## src/rtl/stream_downsizer.sv

```systemverilog
// stream_downsizer
//   Splits each IN_W-bit AXI-Stream word into IN_W/OUT_W narrow sub-beats,
//   least-significant slice first. TLAST is carried onto the final sub-beat
//   of the word. One word is held while it drains and one more can be
//   prefetched, so back-to-back wide words stream with no bubble.
//
// Ports
//   AXIS_ACLK, AXIS_ARESETN     clock, synchronous active-low reset
//   S_AXIS_TVALID/TREADY        wide input handshake
//   S_AXIS_TDATA/TLAST          wide word and its frame-end flag
//   M_AXIS_TVALID/TREADY        narrow output handshake
//   M_AXIS_TDATA/TSTRB/TLAST    sub-beat data, all-ones strobe, frame end
//   beat_count                  output handshakes since reset (wraps)
//   frame_done                  one-cycle pulse after the TLAST sub-beat
module stream_downsizer #(
    parameter int unsigned IN_W  = 1024,
    parameter int unsigned OUT_W = 64
) (
    input  logic               AXIS_ACLK,
    input  logic               AXIS_ARESETN,
    input  logic               S_AXIS_TVALID,
    output logic               S_AXIS_TREADY,
    input  logic [IN_W-1:0]    S_AXIS_TDATA,
    input  logic               S_AXIS_TLAST,
    output logic               M_AXIS_TVALID,
    input  logic               M_AXIS_TREADY,
    output logic [OUT_W-1:0]   M_AXIS_TDATA,
    output logic [OUT_W/8-1:0] M_AXIS_TSTRB,
    output logic               M_AXIS_TLAST,
    output logic [31:0]        beat_count,
    output logic               frame_done
);

    localparam int unsigned RATIO = IN_W / OUT_W;
    localparam int unsigned IDX_W = (RATIO > 1) ? $clog2(RATIO) : 1;
    localparam logic [IDX_W-1:0] LAST_IDX = IDX_W'(RATIO - 1);

    // Occupancy: EMPTY = nothing held, DRAIN = hold only, FULL = hold + prefetch.
    typedef enum logic [1:0] {
        EMPTY,
        DRAIN,
        FULL
    } state_t;

    state_t state, state_n;

    logic [RATIO-1:0][OUT_W-1:0] hold_data;
    logic [RATIO-1:0][OUT_W-1:0] pf_data;
    logic                        hold_last;
    logic                        pf_last;
    logic [IDX_W-1:0]            idx;

    logic hold_valid;
    logic out_hs;
    logic in_hs;
    logic word_done;
    logic load_hold_in;
    logic load_hold_pf;
    logic load_pf;

    assign hold_valid    = (state != EMPTY);
    // Ready comes from registered occupancy only; no path from M_AXIS_TREADY.
    assign S_AXIS_TREADY = (state != FULL);
    assign M_AXIS_TVALID = hold_valid;
    assign M_AXIS_TDATA  = hold_data[idx];
    assign M_AXIS_TSTRB  = '1;
    assign M_AXIS_TLAST  = hold_valid & hold_last & (idx == LAST_IDX);

    assign out_hs    = M_AXIS_TVALID & M_AXIS_TREADY;
    assign in_hs     = S_AXIS_TVALID & S_AXIS_TREADY;
    assign word_done = out_hs & (idx == LAST_IDX);

    always_ff @(posedge AXIS_ACLK) begin
        if (!AXIS_ARESETN) begin
            state <= EMPTY;
        end else begin
            state <= state_n;
        end
    end

    // Refill order at word-done: prefetch first, then a same-cycle input word.
    always_comb begin
        state_n      = state;
        load_hold_in = 1'b0;
        load_hold_pf = 1'b0;
        load_pf      = 1'b0;
        unique case (state)
            EMPTY: begin
                if (in_hs) begin
                    load_hold_in = 1'b1;
                    state_n      = DRAIN;
                end
            end
            DRAIN: begin
                if (word_done) begin
                    if (in_hs) begin
                        load_hold_in = 1'b1;
                    end else begin
                        state_n = EMPTY;
                    end
                end else if (in_hs) begin
                    load_pf = 1'b1;
                    state_n = FULL;
                end
            end
            FULL: begin
                if (word_done) begin
                    load_hold_pf = 1'b1;
                    state_n      = DRAIN;
                end
            end
            default: state_n = EMPTY;
        endcase
    end

    // Data registers carry no reset; the valid state qualifies them.
    always_ff @(posedge AXIS_ACLK) begin
        if (load_hold_in) begin
            hold_data <= S_AXIS_TDATA;
            hold_last <= S_AXIS_TLAST;
        end else if (load_hold_pf) begin
            hold_data <= pf_data;
            hold_last <= pf_last;
        end
        if (load_pf) begin
            pf_data <= S_AXIS_TDATA;
            pf_last <= S_AXIS_TLAST;
        end
    end

    always_ff @(posedge AXIS_ACLK) begin
        if (!AXIS_ARESETN) begin
            idx        <= '0;
            beat_count <= '0;
            frame_done <= 1'b0;
        end else begin
            if (out_hs) begin
                idx        <= word_done ? '0 : idx + 1'b1;
                beat_count <= beat_count + 32'd1;
            end
            frame_done <= out_hs & M_AXIS_TLAST;
        end
    end

endmodule

```

## config.mk

```make
export PLATFORM = sky130hd
export DESIGN_NAME = stream_downsizer
export DESIGN_NICKNAME = d
export VERILOG_FILES = /design/src/rtl/stream_downsizer.sv
export SDC_FILE = /design/constraint.sdc
export NUM_CORES = 2
export LEC_CHECK = 0
export BUFFER_PORTS_ARGS = -buffer_cell sky130_fd_sc_hd__buf_2
export CAP_MARGIN = 20
export CORE_AREA = 2 2 449 451
export DETAILED_ROUTE_END_ITERATION = 8
export DIE_AREA = 0 0 451 453
export PLACE_DENSITY = 0.65
export SKIP_LAST_GASP = 1
export SYNTH_ARGS = -nofsm -noshare
export SYNTH_HDL_FRONTEND = slang
export SYNTH_SLANG_ARGS = --single-unit
```

## constraint.sdc

```tcl
create_clock -name AXIS_ACLK -period 67.1 [get_ports AXIS_ACLK]
set_clock_uncertainty 0.05 [all_clocks]
set_input_delay 3.355 -clock AXIS_ACLK [delete_from_list [all_inputs] [get_ports AXIS_ACLK]]
set_output_delay 3.355 -clock AXIS_ACLK [all_outputs]
set_load 0.01 [all_outputs]
```

[Word-level counts from Yosys, hierarchy flattened]
Cells that the tools add are included.
Word-level totals
  bits in registers: 2089
  latch bits: 0
  memory bits (writable): 0
  bits in read-only memories: 0
  input bits: 1029
  memories kept: 0
Operators by class
  $add $sub $neg: 2
  multipliers: 0
  divide/modulo/power cells: 0
  order comparisons: 1
  equality and inequality tests: 8
  shift-type cells: 0
  multiplexer cells: 20
  bitwise gates (word level): 6
  reductions and logical operators: 4
Operators with widths (number)
  $mux 1024: 2
  $bmux 64 s4: 1
  $mux 64: 1
  $add 32x1->32 const B: 1
  $mux 2: 5
  $mux 1: 8
  $and 1x1->1: 6
  $ne 2x2->1 const B: 3
  $ne 3x3->1 const B: 2
  $pmux 2 s3: 1
  $lt 4x5->1 const B: 1
  $add 4x1->4 const B: 1
  $eq 4x4->1 const B: 1
  $mux 4: 1
  $reduce_and 4->1: 1
  $reduce_bool 2->1: 2
  $eq 2x1->1 const B: 1
  $eq 2x2->1 const B: 1
  $logic_not 2->1: 1
  $pmux 1 s2: 1

[Logic depth before layout (Yosys ltp)]
  depth in word-level cells: 7
  depth in mapped cells: 10
  gate-level depth less buffers: 5

[Worst setup path after synthesis]
No wires, ideal clock.
  kind: in2reg
  from: input S_AXIS_TVALID
  to: register pf_data[0] (netlist bit) (enable)
  arrival: 52.564 ns
  data required time: 64.286 ns
  path slack: 11.722 ns
  stages on the path: 2
  buffers on the path: 0
  cell sequence: nand3b_1 > a21oi_1
On the way
  word-level cells in the longest chain between the ends: 4
Ends and longest elaborated chain
  start, declared: line 21  | input logic S_AXIS_TVALID,
  $and 1x1->1: line 70  | assign in_hs = S_AXIS_TVALID & S_AXIS_TREADY;
  $mux 1: line 101  | end else if (in_hs) begin
  $mux 1: line 95  | if (word_done) begin
  $mux 1: line 87  | unique case (state)
  named net load_pf: line 59  | logic load_pf;
  end signal, assigned: line 126  | pf_data <= S_AXIS_TDATA;
  end, declared: line 48  | logic [RATIO-1:0][OUT_W-1:0] pf_data;
The timed path passes the listed nets, and every way through them passes these cells.
A chain may end at the register's enable or synchronous reset.

[Worst setup path after layout]
  from: register idx[0]
  to: output M_AXIS_TDATA[52]
On the way
  word-level cells in the longest chain between the ends: 2
Ends and longest elaborated chain
  start, declared: line 51  | logic [IDX_W-1:0] idx;
  start signal, assigned: line 138  | idx <= word_done ? '0 : idx + 1'b1;
  $bmux 64 s4: line 65  | assign M_AXIS_TDATA = hold_data[idx];
  $mux 64 (implied by the code): line 65
  end, declared: line 27  | output logic [OUT_W-1:0] M_AXIS_TDATA,
No other way between the ends. The select of a mux whose other input is x is not followed.

==> results.tsv <==
stage	metric	value	unit
run_status	run_status	finished, final reports clean	
setup_path	cp_max_fo	40	
cts	cts_resized	0	
pwr	power.density	30.4	mW/mm2
flow_run	maxCapViolCount	0	
cts	numCtsBuffers	213	
pwr	p_comb_share	8.4	%
routing	final_antenna_net_count	0	
timing	drv_slew	0	
cts	clkSinkCount	2089	
global_routing	grt_pass1_wl	312000	um
setup_path	critPathBufInv	3	
final_layout	final_common_cell	edfxtp_1	
global_routing	antenna_found_initial	227	
global_routing	track_usage	21.2	%
timing	period_share	12.2	%
pwr	p_sw_share	22.3	%
floorplan	start_util	41.7	%
logic_synthesis	yosys.area.top_type	edfxtp_1	
cts	post_cts_buffers	0	
final_layout	fin_util	49.7	%
final_layout	final_cell_mix	2,050 x edfxtp_1, 1,128 x buf_2, 1,015 x mux2_2, 320 x mux4_2, 216 x clkbuf_16	
floorplan	num_io_pins	1137	
global_routing	overflow	0	
setup_path	crit_slowest_cell	buf_4	
logic_synthesis	synth_area_per_cell	21.8	um2
routing	via_per_inst	5.36	
routing	dr_total_vias	42600	
logic_synthesis	synthTopCellsByArea	edfxtp_1 74%, mux2_2 14%, mux4_2 8.7%	
timing	tns	0	ns
final_layout	num-fill-cells	16200	
logic_synthesis	yosys.area.top_type_share	74.0	%
cts	clock_latency	0.87	ns
final_layout	multi_input_area	0.0198	mm2
pwr	ir_drop	0.0000276	V
pwr	p_seq_share	51.9	%
cts	cts_root_buffer	clkbuf_16	
logic_synthesis	synth_warnings	0	
cts	clockBufferDepth	3	
routing	drt-initial-drc-count	4354	
floorplan	die_y	453	um
global_routing	first_global_vias	43500	
global_routing	grt_max_degree	184	
final_layout	area_growth	19.0	%
pwr	power_frac_clock	39.8	%
setup_path	worstSetupPathType	reg2out	
floorplan	die_x	451	um
setup_path	arrival	4.77	ns
setup_path	worstSetupEndpointType	output pin	
pwr	p_int	2340	uW
logic_synthesis	synth_edf_count	2050	
cts	clk_pin_slew	0.06	ns
timing	max_freq	0.122	GHz
setup_path	cp_data_required_time	63.69	ns
placed_design	dp_hpwl	152000	um
timing	maxSlewHeadroom	14.0	%
placed_design	io_buffer_count	1128	
setup_path	path_cells	buf_4 -> buf_4 -> mux4_2 -> mux4_2 -> buf_2	
logic_synthesis	synth_area	0.0831	mm2
setup_path	crit_family	buffers and inverters	
cts	cts_tree	done	
final_layout	final_nets	6038	
final_layout	regArea	0.0624	mm2
timing	setup_viol_count_final	0	
routing	drc_errors	0	
logic_synthesis	ys_seq_area_share	75.0	%
placed_design	gp_congestion	0.881	
logic_synthesis	dominantRegCellSynth	edfxtp_1	
floorplan	rows	164	
cts	h-tree-depth	4	
setup_path	cp-start-kind	flop	
pwr	power	3000	uW
setup_path	cp_slowest_stage_delay	0.82	ns
logic_synthesis	yosysUniqueCellTypes	47	
pwr	p_switching	668	uW
timing	max_slew.worst_pin.slew	1.29	ns
logic_synthesis	syn_inst	3813	
pwr	power_leakage	0.0335	uW
routing	post_drt_wl_per_cell	28.0	um
timing	hold_viol_final	0	
logic_synthesis	async_flop_share	0	%
hold_path	hold_class	reg2reg	
logic_synthesis	ys_ff_latch	2089	
timing	min_period	8.17	ns
cts	hold_buffers	0	
routing	first_pass_iters	8	
final_layout	drive_gt1_share	54.4	%
floorplan	die_area	0.204	mm2
routing	wl	223000	um
floorplan	design.core.area	0.199	mm2
timing	rsz0062_at_grt	no	
-- sequential cells by signal (all words and copies together) (netlist names) --
register / count
hold_data: 1024
pf_data: 1024
state: 2
pf_last: 1
beat_count: 32
hold_last: 1
idx: 4
frame_done: 1
-- tightest hold or removal path: cells and delay by family, from the launching register on --
kind,cells,cell delay (ns)
flops,1,0.32
compound gates,2,0.12
-- per-stage QoR --
stage	hold WS, ns	cell area [um2]	setup WS (ns)	cells
2_1_floorplan	0.446	83200	11.72	3820
3_3_place_gp	0.411	91700	58.25	7446
3_5_place_dp	0.422	91700	58.22	7447
4_1_cts	0.436	98700	58.64	7852
5_1_grt	0.463	98900	58.59	7923
6_report	0.439	98900	58.93	7949
-- synthesized netlist by cell type (10+ instances only) --
master	n
clkbuf_1	59
nand4_1	10
a21oi_1	26
buf_4	17
mux2_1	10
nand2_1	20
dfxtp_1	39
or4_1	13
o31ai_1	11
mux2_2	1015
mux4_2	320
nor2_1	14
edfxtp_1	2050
buf_2	122
-- cell families (layout without fill, tap and decap cells) --
kind of cell | Yosys count | after routing | share of synthesized area (%)
adders and majority gates | 2 | 2 | 0.0301
muxes | 1346 | 1346 | 22.6
DFF | 2089 | 2089 | 75.0
and+or+nand+nor | 99 | 99 | 0.676
buffers and inverters | 210 | 1587 | 1.22
other | 1 | 104 | 0.00451
AOI/OAI and AO/OA | 54 | 54 | 0.394
xor gates and xnor gates | 12 | 12 | 0.126
-- per-layer routing --
layer  GRT usage [%]  vias up  routed length (um)
met2            34.3     1660              109000
met5               0        -                 504
li1                -    18300                   -
met1            27.2    22000               87900
met4            8.72       82                9340
met3            5.61      615               15600
-- cell type report --
class                           count  area share [%]
Tap cell                         2656            3.36
Sequential cell                  2089            63.0
Antenna cell                       96           0.243
Inverter                            4          0.0152
Timing Repair Buffer             1178            6.25
Clock inverter                    140            1.41
Multi-Input combinational cell   1521            20.1
Clock buffer                      265            5.65
-- power by group through the flow --
stage                     combinational (uW)  sequential [uW]  clock, uW
final                                    252             1560       1190
after global placement                   248             1580          0
after CTS                                254             1560       1220
after global routing                     269             1560       1270
after floorplan                          161             1730          0
after detailed placement                 252             1590          0
-- path summary, 6_finish.rpt --
path | from | endpoint | slack, ns | cells after the start
worst max-delay path | idx[0]$_SDFFE_PN0P_ | M_AXIS_TDATA[52] | 58.93 | 5
worst min-delay path | beat_count[31]$_SDFFE_PN0P_ | beat_count[31]$_SDFFE_PN0P_ | 0.44 | 2
worst max register to register | idx[1]$_SDFFE_PN0P_ | hold_data[671]$_DFFE_PP_ | 59.91 | 10
worst min register to register | beat_count[31]$_SDFFE_PN0P_ | beat_count[31]$_SDFFE_PN0P_ | 0.44 | 2
(Power assumes the default switching activity.)
